## config.mk

```make
export PLATFORM = sky130hd
export DESIGN_NAME = vend_sequencer
export DESIGN_NICKNAME = d
export VERILOG_FILES = /design/src/rtl/vend_sequencer.sv
export SDC_FILE = /design/constraint.sdc
export NUM_CORES = 1
export LEC_CHECK = 0
export ABC_AREA = 0
export CAP_MARGIN = 20
export CORE_MARGIN = 2
export CORE_UTILIZATION = 45
export CTS_CLUSTER_SIZE = 28
export DETAILED_ROUTE_END_ITERATION = 8
export PLACE_DENSITY_LB_ADDON = 0.2
export SYNTH_ARGS = -nofsm -noshare
export SYNTH_HDL_FRONTEND = slang
export SYNTH_SLANG_ARGS = --single-unit
```

## constraint.sdc

```tcl
create_clock -name clk -period 6.1 [get_ports clk]
set_input_delay 0.915 -clock clk [delete_from_list [all_inputs] [get_ports clk]]
set_output_delay 0.915 -clock clk [all_outputs]
set_load 0.1 [all_outputs]
```

## src/rtl/vend_sequencer.sv

```systemverilog
// Drink vending transaction controller: accumulates coin credit, validates
// selections against prices, handshakes the dispenser, then pays change coin-by-coin.
module vend_sequencer #(
  parameter int unsigned PRICE0     = 10,
  parameter int unsigned PRICE1     = 15,
  parameter int unsigned PRICE2     = 20,
  parameter int unsigned PRICE3     = 25,
  parameter int unsigned MAX_CREDIT = 100,
  parameter int unsigned CW         = 8
) (
  input  logic          clk,
  input  logic          reset,
  input  logic          coin_valid,
  input  logic [1:0]    coin_type,
  input  logic          sel_valid,
  input  logic [1:0]    sel_drink,
  input  logic          cancel,
  output logic          disp_req,
  output logic [1:0]    disp_drink,
  input  logic          disp_ack,
  output logic          chg_req,
  output logic [1:0]    chg_coin,
  input  logic          chg_ack,
  output logic [CW-1:0] total_coin,
  output logic [3:0]    can_buy,
  output logic          coin_reject,
  output logic          sel_reject,
  output logic          busy
);

  typedef enum logic [1:0] {
    IDLE     = 2'd0,
    DISPENSE = 2'd1,
    CHANGE   = 2'd2
  } state_t;

  state_t        state;
  logic [CW-1:0] credit;

  function automatic logic [CW-1:0] coin_value(input logic [1:0] code);
    case (code)
      2'b00:   coin_value = CW'(1);
      2'b01:   coin_value = CW'(5);
      2'b10:   coin_value = CW'(10);
      default: coin_value = CW'(50);
    endcase
  endfunction

  function automatic logic [CW-1:0] price_of(input logic [1:0] drink);
    case (drink)
      2'd0:    price_of = CW'(PRICE0);
      2'd1:    price_of = CW'(PRICE1);
      2'd2:    price_of = CW'(PRICE2);
      default: price_of = CW'(PRICE3);
    endcase
  endfunction

  // Greedy change: largest denomination not exceeding the remaining credit.
  function automatic logic [1:0] change_code(input logic [CW-1:0] amount);
    if (amount >= CW'(50))      change_code = 2'b11;
    else if (amount >= CW'(10)) change_code = 2'b10;
    else if (amount >= CW'(5))  change_code = 2'b01;
    else                        change_code = 2'b00;
  endfunction

  logic [CW:0]   coin_sum;
  logic          coin_fits;
  logic [CW-1:0] sel_price;
  logic          sel_ok;
  logic [1:0]    next_change;
  logic [CW-1:0] credit_after_change;

  // NOTE: every signal written in always_comb gets a default first so no latch is inferred.
  always_comb begin
    coin_sum            = {1'b0, credit} + {1'b0, coin_value(coin_type)};
    coin_fits           = coin_sum <= (CW+1)'(MAX_CREDIT);
    sel_price           = price_of(sel_drink);
    sel_ok              = credit >= sel_price;
    next_change         = change_code(credit);
    credit_after_change = credit - coin_value(next_change);
  end

  // NOTE: sequential state uses non-blocking assignments only; reset here is synchronous.
  always_ff @(posedge clk) begin
    if (reset) begin
      state       <= IDLE;
      credit      <= '0;
      disp_req    <= 1'b0;
      disp_drink  <= 2'b00;
      chg_req     <= 1'b0;
      coin_reject <= 1'b0;
      sel_reject  <= 1'b0;
    end else begin
      coin_reject <= 1'b0;
      sel_reject  <= 1'b0;
      case (state)
        IDLE: begin
          if (cancel) begin
            coin_reject <= coin_valid;
            if (credit != '0) begin
              state   <= CHANGE;
              chg_req <= 1'b1;
            end
          end else if (sel_valid) begin
            coin_reject <= coin_valid;
            if (sel_ok) begin
              credit     <= credit - sel_price;
              disp_drink <= sel_drink;
              disp_req   <= 1'b1;
              state      <= DISPENSE;
            end else begin
              sel_reject <= 1'b1;
            end
          end else if (coin_valid) begin
            if (coin_fits) credit <= coin_sum[CW-1:0];
            else           coin_reject <= 1'b1;
          end
        end

        DISPENSE: begin
          coin_reject <= coin_valid;
          sel_reject  <= sel_valid;
          if (disp_ack) begin
            disp_req <= 1'b0;
            if (credit != '0) begin
              state   <= CHANGE;
              chg_req <= 1'b1;
            end else begin
              state <= IDLE;
            end
          end
        end

        CHANGE: begin
          coin_reject <= coin_valid;
          sel_reject  <= sel_valid;
          if (chg_req && chg_ack) begin
            credit <= credit_after_change;
            if (credit_after_change == '0) begin
              chg_req <= 1'b0;
              state   <= IDLE;
            end
          end
        end

        default: begin
          state    <= IDLE;
          disp_req <= 1'b0;
          chg_req  <= 1'b0;
        end
      endcase
    end
  end

  always_comb begin
    can_buy = 4'b0000;
    if (state == IDLE) begin
      for (int i = 0; i < 4; i++) can_buy[i] = credit >= price_of(2'(i));
    end
  end

  assign chg_coin   = chg_req ? next_change : 2'b00;
  assign total_coin = credit;
  assign busy       = state != IDLE;

endmodule

```

==> qor.csv, run 1 <==
stage,metric,value,unit
detailed_routing,detailedRoute.firstIterationViolations,73,
die,initial_utilization,46.3,%
setup_path,worst_setup_path_end_kind,output port,
die,design.portCount,32,
grt,grt_max_degree,24,
clocking,insertion_delay,0.25,ns
grt,grt_antenna_before_repair,0,
die,area_of_the_die,5400,um^2
status,status,completed,
yosys,synth.distinct_cells,64,
layout,finalNetCount,348,
setup_path,critPathLaunchType,register,
timing,finalWorstPathRequiredPeriod,4.02,ns
die,dieHeight,73.5,um
layout,fin_area,2540,um^2
grt,global_route_wire_length_before_repair,9800,um
die,coreArea,4690,um^2
detailed_routing,route.detailed.drc,0,
detailed_routing,drt-wirelength-per-cell,16.2,um
yosys,fraction_of_registers_with_async_set_or_reset_after_synthesis,0,%
placed_design,cell_area_after_placement,2490,um^2
yosys,synthesis.area,2170,um^2
clocking,max_h_tree_level,1,
setup_path,reg2reg_to,chg_req$_SDFFE_PP0P_,
clocking,cts_buffers,3,
setup_path,critPathKind,reg -> out,
placed_design,io_buffer_count,31,
worst_hold_path,holdPathStages,2,
clocking,post-cts-setup-buffer-count,0,
setup_path,critPathSlowestCell,clkdlybuf4s50_1,
clocking,cts_resized,0,
yosys,synth_seq_cells,16,
timing,max_clock_freq,249,MHz
timing,final-setup-viol-count,0,
placed_design,post-dp-hpwl,4540,um
detailed_routing,vias,2148,
detailed_routing,1st_pass_router_iterations,4,
setup_path,worst-path-stages,6,
layout,antenna_cells_inserted,0,
yosys,synth_warnings,0,
clocking,clk_pin_slew_worst_paths,0.06,ns
clocking,ctsHoldBuffers,0,
placed_design,place_congestion,0.980,
setup_path,reg2reg_setup_slack,2.25,ns
setup_path,critical_path.reg2reg.startpoint,total_coin[4]$_SDFFE_PP0P_,
job,cap_viol_max_count,0,
timing,report.final.slew_viol_count,0,
timing,worstMarginPinSlew,0.977,ns
clocking,tritoncts,built,
yosys,synthesis.area_per_instance,7.62,um^2
timing,worst_clock_skew,0.00346,ns
detailed_routing,number_of_nets_with_antenna_violations_after_routing,0,
yosys,synth-seq-area-share,14.7,%
setup_path,crit_path_max_fanout,9,
detailed_routing,drt-total-wl,5850,um
timing,slew_headroom,34.6,%
setup_path,critical_path.max_stage_delay,1.15,ns
grt,grt_remaining_overflow,0,
clocking,clock_path_buffers,2,
yosys,postSynthNetCount,324,
yosys,synth_edf_count,0,
clocking,tritoncts_num_sinks,16,
timing,final_hold_viol_count,0,
grt,grt_pass1_vias,2003,
clocking,clockRootBuffer,clkbuf_8,
setup_path,sequence_of_cells_on_the_critical_path,nor4_1 -> nand2_1 -> inv_1 -> o21ai_0 -> a21boi_0 -> clkdlybuf4s50_1,
setup_path,crit_required,5.18,ns
die,dieWidth,73.5,um
grt,grt_usage,23.6,%
worst_hold_path,hold_end,disp_drink[1]$_SDFFE_PP0P_,
timing,grt_setup_unrepaired,no,
setup_path,worst-r2r-cell-count,12,
timing,min_period_over_period,65.9,%
detailed_routing,detail_route.vias_per_cell,5.95,
yosys,ys_dominant_reg_cell,dfxtp_1,
setup_path,timing.critical_path.buf_inv,2,
worst_hold_path,worstHoldStart,disp_drink[1]$_SDFFE_PP0P_,
setup_path,timing.critical_path.max_delay_family,buffers and inverters,
layout,flow.area_growth_from_synthesis,16.8,%
die,placementRows,25,
layout,drive_above_1_share,6.84,%
setup_path,timing.critical_path.arrival,3.10,ns
yosys,netlist_instances,285,
timing,total_neg_setup_slack,0,ns
worst_hold_path,min-delay-path-class,reg -> reg,
-- worst min-delay path: stages, from the launching register on --
cell and delay [ns]:
dfxtp_1 0.33, mux2i_1 0.07, nor2_1 0.07
-- cells in the mapped netlist, types with 3 or more instances --
master	count	area [um^2]
a211o_1	6	52.6
a211oi_1	6	45.0
a21o_1	4	30.0
a21oi_1	19	95.1
and2_1	3	18.8
clkbuf_1	8	30.0
dfxtp_1	16	320
fa_1	3	60.1
ha_1	25	313
inv_1	20	75.1
mux2i_1	7	70.1
nand2_1	18	67.6
nand2b_1	6	37.5
nand3_1	7	35.0
nand4_1	4	25.0
nor2_1	25	93.8
nor2b_1	15	93.8
nor3_1	7	35.0
o21a_1	3	22.5
o21ai_0	15	75.1
or2_2	3	18.8
or3_1	4	25.0
xor2_1	4	35.0
-- cell families (layout without fill, tap and decap cells) --
family                   count (synthesis)  in the layout  synth area share [%]
adder cells (fa/ha/maj)                 28             28                  17.2
AND/OR/NAND/NOR                        102            102                  24.0
flip-flops                              16             16                  14.7
XOR/XNOR                                 6              6                  2.42
buffers and inverters                   33             55                  6.16
multiplexers                            10             10                  5.13
AO/OA/AOI/OAI                           90             90                  30.4
-- worst max-delay path by stage --
stage	end	startpoint
6_report	chg_coin[0]	total_coin[4]$_SDFFE_PP0P_
5_1_grt	chg_coin[0]	total_coin[4]$_SDFFE_PP0P_
4_1_cts	chg_coin[0]	total_coin[4]$_SDFFE_PP0P_
3_5_place_dp	total_coin[0]$_SDFFE_PP0P_	sel_drink[0]
3_3_place_gp	total_coin[0]$_SDFFE_PP0P_	sel_drink[0]
2_1_floorplan	chg_coin[0]	total_coin[7]$_SDFFE_PP0P_
-- cells in the final DEF (no fill, tap or decap), types with 4 or more instances in the layout --
| master | instances |
|---|---|
| a211o_1 | 6 |
| a211oi_1 | 6 |
| a21o_1 | 4 |
| a21oi_1 | 19 |
| clkdlybuf4s50_1 | 31 |
| dfxtp_1 | 16 |
| ha_1 | 25 |
| inv_1 | 20 |
| mux2i_1 | 7 |
| nand2_1 | 18 |
| nand2b_1 | 6 |
| nand3_1 | 7 |
| nand4_1 | 4 |
| nor2_1 | 25 |
| nor2b_1 | 15 |
| nor3_1 | 7 |
| o21ai_0 | 15 |
| or3_1 | 4 |
| xor2_1 | 4 |
-- flip-flops by register name (all words and copies together) (netlist names) --
| name | flops |
|---|---|
| sel_reject | 1 |
| state | 2 |
| disp_drink | 2 |
| chg_req | 1 |
| disp_req | 1 |
| coin_reject | 1 |
| total_coin | 8 |
-- metrics by stage --
step	setup slack (ns)	hold WS, ns	util, %	instances
3_3_place_gp	2.10	0.491	53.2	358
4_1_cts	2.04	0.514	54.1	361
2_1_floorplan	1.24	0.582	-	285
6_report	2.08	0.504	54.1	361
5_1_grt	1.80	0.554	54.1	361
3_5_place_dp	2.01	0.494	53.2	358
-- final cells by class --
class | instances | area, um^2
Fill cell | 459 | 2160
Sequential cell | 16 | 320
Timing Repair Buffer | 31 | 310
Clock buffer | 3 | 41.3
Inverter | 21 | 78.8
Tap cell | 54 | 67.6
Multi-Input combinational cell | 236 | 1720
-- routing by layer --
layer  global-route usage, %  wire [um]
met1                    32.6       2780
met3                    3.16        281
met2                    37.5       2630
met4                    8.48        161
met5                       0          0
Power of run 1 is left out: the tool's default activity adds up to more than one toggle a clock period on the data nets, which glitch-free logic cannot reach.
==> inputs of run 2 (changes only) <==
clock period = 3.99 ns   (was 6.1 ns; I/O delays follow)
==> run 2 against run 1 <==
Against the previous run:
- clock skew shrank 0.0029 ns
- cell count grew 3.0%
- count of clock-buffer cells in the layout grew 1
- die area is the same
- first-iteration DRC count grew 60%
- non-clock buffer count grew 10
- worst setup slack lost 1.6 ns
- register-to-register slack lost 1.8 ns
- sequential share of layout area shrank 0.37 points
- via count grew 2.6%
- global-route usage grew 0.87 points
- wire length grew 6.9%
- critical path type is now reg -> reg
- largest cell class unchanged
==> qor.csv, run 2 (synthesized netlist as in run 1, its figures left out) <==
stage,metric,value,unit,change
placed_design,place_congestion,0.908,,-7.4%
timing,total_neg_setup_slack,0,ns,unchanged
layout,filler_instances,460,,+0.22%
clocking,clock_path_buffers,2,,unchanged
grt,grt_usage,24.5,%,+0.87 points
timing,final-setup-viol-count,0,,unchanged
timing,slew_headroom,35.4,%,+0.76 points
setup_path,setup.worst_path.start,total_coin[4]$_SDFFE_PP0P_,,
setup_path,critical_path.max_stage_delay,0.50,ns,-0.65 ns
timing,worst_clock_skew,0.000579,ns,-0.00288 ns
die,coreArea,4690,um^2,unchanged
setup_path,worst_setup_path_end_kind,register,,
setup_path,worst-r2r-cell-count,13,,+1
timing,final_hold_viol_count,0,,unchanged
layout,regArea,320,um^2,unchanged
detailed_routing,detailedRoute.firstIterationViolations,117,,+60%
layout,flow.area_growth_from_synthesis,20.3,%,
die,dieHeight,73.5,um,unchanged
setup_path,reg2reg_setup_slack,0.44,ns,-1.81 ns
setup_path,crit_path_max_fanout,6,,-3
clocking,clockRootBuffer,clkbuf_8,,
timing,grt_setup_unrepaired,no,,
clocking,max_h_tree_level,1,,unchanged
timing,report.final.slew_viol_count,0,,unchanged
detailed_routing,drt-wirelength-per-cell,16.8,um,+3.7%
worst_hold_path,holdPathStages,2,,unchanged
setup_path,timing.critical_path.arrival,3.70,ns,+0.60 ns
setup_path,critPathLaunchType,register,,
setup_path,sequence_of_cells_on_the_critical_path,nor4_1 -> nand2_1 -> inv_1 -> o21ai_0 -> ha_1 -> o21a_1 -> o31a_1 -> o22a_1 -> a2111oi_0 -> buf_4 -> a31o_2 -> a41oi_1 -> a311oi_1,,
worst_hold_path,min-delay-path-class,reg -> reg,,
clocking,tritoncts,built,,
timing,post_route_worst_setup_slack,0.438,ns,-1.64 ns
layout,mostFrequentLayoutCells,"clkdlybuf4s50_1, nor2_1, ha_1",,
detailed_routing,drt-total-wl,6260,um,+6.9%
setup_path,critical_path.reg2reg.startpoint,total_coin[4]$_SDFFE_PP0P_,,
clocking,cts_buffers,3,,unchanged
die,design.portCount,32,,unchanged
placed_design,post-dp-hpwl,4970,um,+9.4%
status,status,completed,,
setup_path,critPathKind,reg -> reg,,
layout,footprint_of_the_multi_input_gates,1720,um^2,unchanged
detailed_routing,1st_pass_router_iterations,4,,unchanged
setup_path,timing.critical_path.buf_inv,2,,unchanged
layout,largest_register_ff_count,8,,unchanged
grt,grt_pass1_vias,2116,,+5.6%
die,placementRows,25,,unchanged
clocking,clk_pin_slew_worst_paths,0.07,ns,about the same
setup_path,timing.critical_path.max_delay_family,compound AO/OA/AOI/OAI gates,,
layout,final_common_cell,clkdlybuf4s50_1,,
clocking,post-cts-setup-buffer-count,0,,unchanged
timing,min_period_over_period,89.0,%,
setup_path,critPathSlowestCell,nor4_1,,
setup_path,crit_required,4.14,ns,-1.04 ns
worst_hold_path,hold_end,disp_drink[1]$_SDFFE_PP0P_,,
timing,max_clock_freq,282,MHz,
clocking,ctsHoldBuffers,0,,unchanged
placed_design,io_buffer_count,31,,unchanged
clocking,insertion_delay,0.25,ns,about the same
setup_path,reg2reg_to,chg_req$_SDFFE_PP0P_,,
timing,worstMarginPinSlew,0.966,ns,-0.0114 ns
die,dieWidth,73.5,um,unchanged
job,cap_viol_max_count,0,,unchanged
grt,grt_antenna_before_repair,0,,unchanged
layout,drive_above_1_share,11.6,%,+4.8 points
detailed_routing,detail_route.vias_per_cell,5.92,,-0.47%
die,initial_utilization,46.3,%,unchanged
detailed_routing,vias,2203,,+2.6%
die,area_of_the_die,5400,um^2,unchanged
clocking,cts_resized,0,,unchanged
placed_design,placement.setup.worst_slack,0.139,ns,-1.87 ns
grt,global_route_wire_length_before_repair,10400,um,+5.6%
worst_hold_path,worstHoldStart,disp_drink[1]$_SDFFE_PP0P_,,
layout,finalNetCount,358,,+2.9%
grt,grt_remaining_overflow,0,,unchanged
timing,finalWorstPathRequiredPeriod,3.55,ns,
layout,antenna_cells_inserted,0,,unchanged
detailed_routing,number_of_nets_with_antenna_violations_after_routing,0,,unchanged
detailed_routing,route.detailed.drc,0,,unchanged
clocking,tritoncts_num_sinks,16,,unchanged
grt,grt_max_degree,24,,unchanged
-- run 2: cell count changes in the layout (fill, tap and decap cells not counted) --
cell | before | now
a21boi_0 | 1 | 0
clkbuf_8 | 3 | 4
a21boi_1 | 0 | 1
clkdlybuf4s50_1 | 31 | 26
buf_4 | 0 | 15
-- run 2: worst register-to-register path, stage by stage, from the launching register on --
cell and delay [ns]:
dfxtp_1 0.33, nor4_1 0.50, nand2_1 0.16, inv_1 0.14, o21ai_0 0.16, ha_1 0.37
o21a_1 0.20, o31a_1 0.14, o22a_1 0.20, a2111oi_0 0.44, buf_4 0.19, a31o_2 0.21
a41oi_1 0.12, a311oi_1 0.28
-- run 2: worst max path at each step --
| stage | endpoint | slack, ns | cells after the start |
|---|---|---|---|
| 2_1_floorplan | chg_coin[0] | 0.21 | 6 |
| 3_3_place_gp | total_coin[0]$_SDFFE_PP0P_ | 0.29 | 14 |
| 3_5_place_dp | total_coin[0]$_SDFFE_PP0P_ | 0.14 | 14 |
| 4_1_cts | total_coin[0]$_SDFFE_PP0P_ | 0.42 | 14 |
| 5_1_grt | chg_req$_SDFFE_PP0P_ | 0.09 | 13 |
| 6_report | chg_req$_SDFFE_PP0P_ | 0.44 | 13 |
-- run 2: layout make-up --
type,instances,share of cell area (%)
timing repair buffer,41,14.3
inverter,21,3.02
clock buffer,4,2.11
tap,54,2.59
sequential,16,12.3
multi-input combinational,236,65.8
-- run 2: per-layer routing --
layer / wire length, um / global-route usage, % / up-vias / part of all wire (%)
met2: 2940 / 40.1 / 59 / 47
li1: - / - / 1114 / -
met3: 240 / 2.61 / 6 / 3.8
met4: 76 / 4.85 / 0 / 1.2
met1: 3010 / 34.8 / 1024 / 48
met5: 0 / 0 / - / 0
-- run 2: metrics by stage --
stage / area, um^2 / hold WS (ns) / util [%] / std cells
6_report: 2610 / 0.514 / 55.7 / 372
5_1_grt: 2610 / 0.558 / 55.7 / 372
4_1_cts: 2610 / 0.519 / 55.7 / 372
3_5_place_dp: 2560 / 0.495 / 54.5 / 368
3_3_place_gp: 2560 / 0.493 / 54.5 / 368
2_1_floorplan: 2170 / 0.582 / - / 285
Power of run 2 is left out for the same reason.
==> inputs of run 3 (changes only) <==
CAP_MARGIN = 10   (was 20)
CORE_MARGIN = 4   (was 2)
SETUP_SLACK_MARGIN = 0.3   (was default)
==> run 3 against run 2 <==
Against the previous run:
- cell area is 1.2% higher
- worst setup slack gained 0.099 ns
- sequential cell count unchanged
- global-route usage decreased by 2.9 points
- critical endpoint unchanged
- critical path depth stayed put
- sequential share of layout area down 0.15 points
- cell count up 0.54%
- largest cell class unchanged
- clock skew grew 0.0012 ns
==> qor.csv, run 3 (synthesized netlist as in run 1, its figures left out) <==
stage,metric,value,unit,change
status,status,completed,,
grt,grt_remaining_overflow,0,,unchanged
setup_path,crit_required,4.15,ns,about the same
setup_path,setup.worst_path.start,total_coin[4]$_SDFFE_PP0P_,,
layout,largest_register_ff_count,8,,unchanged
placed_design,io_buffer_count,31,,unchanged
placed_design,place_congestion,0.905,,-0.26%
placed_design,post-dp-hpwl,4970,um,about the same
setup_path,crit_path_max_fanout,6,,unchanged
clocking,clk_pin_slew_worst_paths,0.07,ns,about the same
timing,max_clock_freq,290,MHz,+2.9%
setup_path,timing.critical_path.arrival,3.61,ns,-0.09 ns
setup_path,sequence_of_cells_on_the_critical_path,nor4_2 -> nand2_1 -> inv_1 -> o21ai_0 -> ha_1 -> o21a_1 -> o31a_1 -> o22a_1 -> a2111oi_0 -> buf_4 -> a31o_2 -> a41oi_1 -> a311oi_1,,
clocking,max_h_tree_level,1,,unchanged
timing,finalWorstPathRequiredPeriod,3.45,ns,-0.0993 ns
clocking,tritoncts_num_sinks,16,,unchanged
layout,flow.area_growth_from_synthesis,21.8,%,
timing,total_neg_setup_slack,0,ns,unchanged
die,initial_utilization,46.3,%,unchanged
clocking,tritoncts,built,,
grt,grt_max_degree,24,,unchanged
die,dieWidth,77.5,um,+5.4%
detailed_routing,number_of_nets_with_antenna_violations_after_routing,0,,unchanged
die,design.portCount,32,,unchanged
layout,final_common_cell,clkdlybuf4s50_1,,
die,area_of_the_die,6000,um^2,+11%
setup_path,worst-r2r-cell-count,13,,unchanged
timing,final_hold_viol_count,0,,unchanged
job,cap_viol_max_count,0,,unchanged
timing,worst_clock_skew,0.00173,ns,+0.00115 ns
detailed_routing,drt-wirelength-per-cell,16.6,um,-1.3%
setup_path,reg2reg_to,chg_req$_SDFFE_PP0P_,,
timing,slew_headroom,34.6,%,-0.76 points
detailed_routing,detailedRoute.firstIterationViolations,128,,+9.4%
setup_path,worst-path-stages,13,,unchanged
detailed_routing,vias,2314,,+5.0%
grt,global_route_wire_length_before_repair,10500,um,+1.3%
grt,grt_usage,21.5,%,-2.9 points
setup_path,critPathKind,reg -> reg,,
setup_path,critPathSlowestCell,nor4_2,,
clocking,clockRootBuffer,clkbuf_8,,
detailed_routing,drt-total-wl,6210,um,-0.78%
placed_design,placed_instances,370,,+0.54%
timing,report.final.slew_viol_count,0,,unchanged
setup_path,critPathLaunchType,register,,
grt,grt_antenna_before_repair,0,,unchanged
layout,finish.cell_count_without_fillers,374,,+0.54%
clocking,clock_path_buffers,2,,unchanged
detailed_routing,detail_route.vias_per_cell,6.19,,+4.5%
clocking,post-cts-setup-buffer-count,0,,unchanged
setup_path,critical_path.reg2reg.startpoint,total_coin[4]$_SDFFE_PP0P_,,
setup_path,reg2reg_setup_slack,0.54,ns,+0.10 ns
die,placementRows,25,,unchanged
layout,antenna_cells_inserted,0,,unchanged
setup_path,critical_path.max_stage_delay,0.50,ns,about the same
die,dieHeight,77.5,um,+5.4%
layout,finalNetCount,360,,+0.56%
setup_path,timing.critical_path.buf_inv,2,,unchanged
detailed_routing,1st_pass_router_iterations,4,,unchanged
clocking,insertion_delay,0.25,ns,about the same
timing,grt_setup_unrepaired,no,,
setup_path,worst_setup_path_end_kind,register,,
worst_hold_path,min-delay-path-class,reg -> reg,,
timing,min_period_over_period,86.5,%,-2.5 points
grt,grt_pass1_vias,2196,,+3.8%
setup_path,timing.critical_path.max_delay_family,compound AO/OA/AOI/OAI gates,,
timing,worstMarginPinSlew,0.977,ns,+0.0114 ns
clocking,cts_buffers,3,,unchanged
timing,final-setup-viol-count,0,,unchanged
layout,drive_above_1_share,13.1,%,+1.5 points
die,coreArea,4690,um^2,unchanged
detailed_routing,route.detailed.drc,0,,unchanged
setup_path,worstSetupEndpoint,chg_req$_SDFFE_PP0P_,,
layout,mostFrequentLayoutCells,"clkdlybuf4s50_1, nor2_1, ha_1",,
==> run 3: how the worst min path moves through the flow <==
stage / startpoint / to / slack (ns) / depth (start not counted)
finish: disp_drink[1]$_SDFFE_PP0P_ / disp_drink[1]$_SDFFE_PP0P_ / 0.50 / 2
global route: disp_req$_SDFFE_PP0P_ / disp_req$_SDFFE_PP0P_ / 0.55 / 2
CTS: disp_drink[1]$_SDFFE_PP0P_ / disp_drink[1]$_SDFFE_PP0P_ / 0.51 / 2
detailed placement: disp_drink[0]$_SDFFE_PP0P_ / disp_drink[0]$_SDFFE_PP0P_ / 0.49 / 2
global placement: disp_drink[1]$_SDFFE_PP0P_ / disp_drink[1]$_SDFFE_PP0P_ / 0.49 / 2
floorplan: state[0]$_SDFFE_PP0P_ / state[0]$_SDFFE_PP0P_ / 0.58 / 3
==> run 3: repair_timing <==
item	CTS	global route
resized for setup	0	4
endpoints found under the setup margin	0	8
hold buffers	0	0
==> run 3: final cells by class <==
type | instances | area (um^2)
multi-input combinational | 236 | 1740
tap | 54 | 67.6
inverter | 21 | 78.8
timing repair buffer | 43 | 388
sequential | 16 | 320
fill | 470 | 2050
clock buffer | 4 | 55.1
==> run 3: worst min-delay path: stages (launching register included) <==
cell,delay [ns]
dfxtp_1,0.33
mux2i_1,0.07
nor2_1,0.07
==> run 3: per-stage QoR <==
stage	instance area, um^2	hold WS (ns)	utilization, %	worst slack [ns]
detailed placement	2580	0.494	54.9	0.224
global route	2650	0.553	56.4	0.332
finish	2650	0.497	56.4	0.537
CTS	2630	0.505	56.1	0.368
global placement	2580	0.486	54.9	0.338
floorplan	2180	0.582	-	0.300
==> run 3: per-layer routing <==
layer	vias to the layer above	wire, um	track usage (%)
met4	0	189	8.19
met1	1104	2860	28.8
met3	19	274	2.55
li1	1111	-	-
met5	-	0	0
met2	80	2880	35.4
Power of run 3 is left out for the same reason.
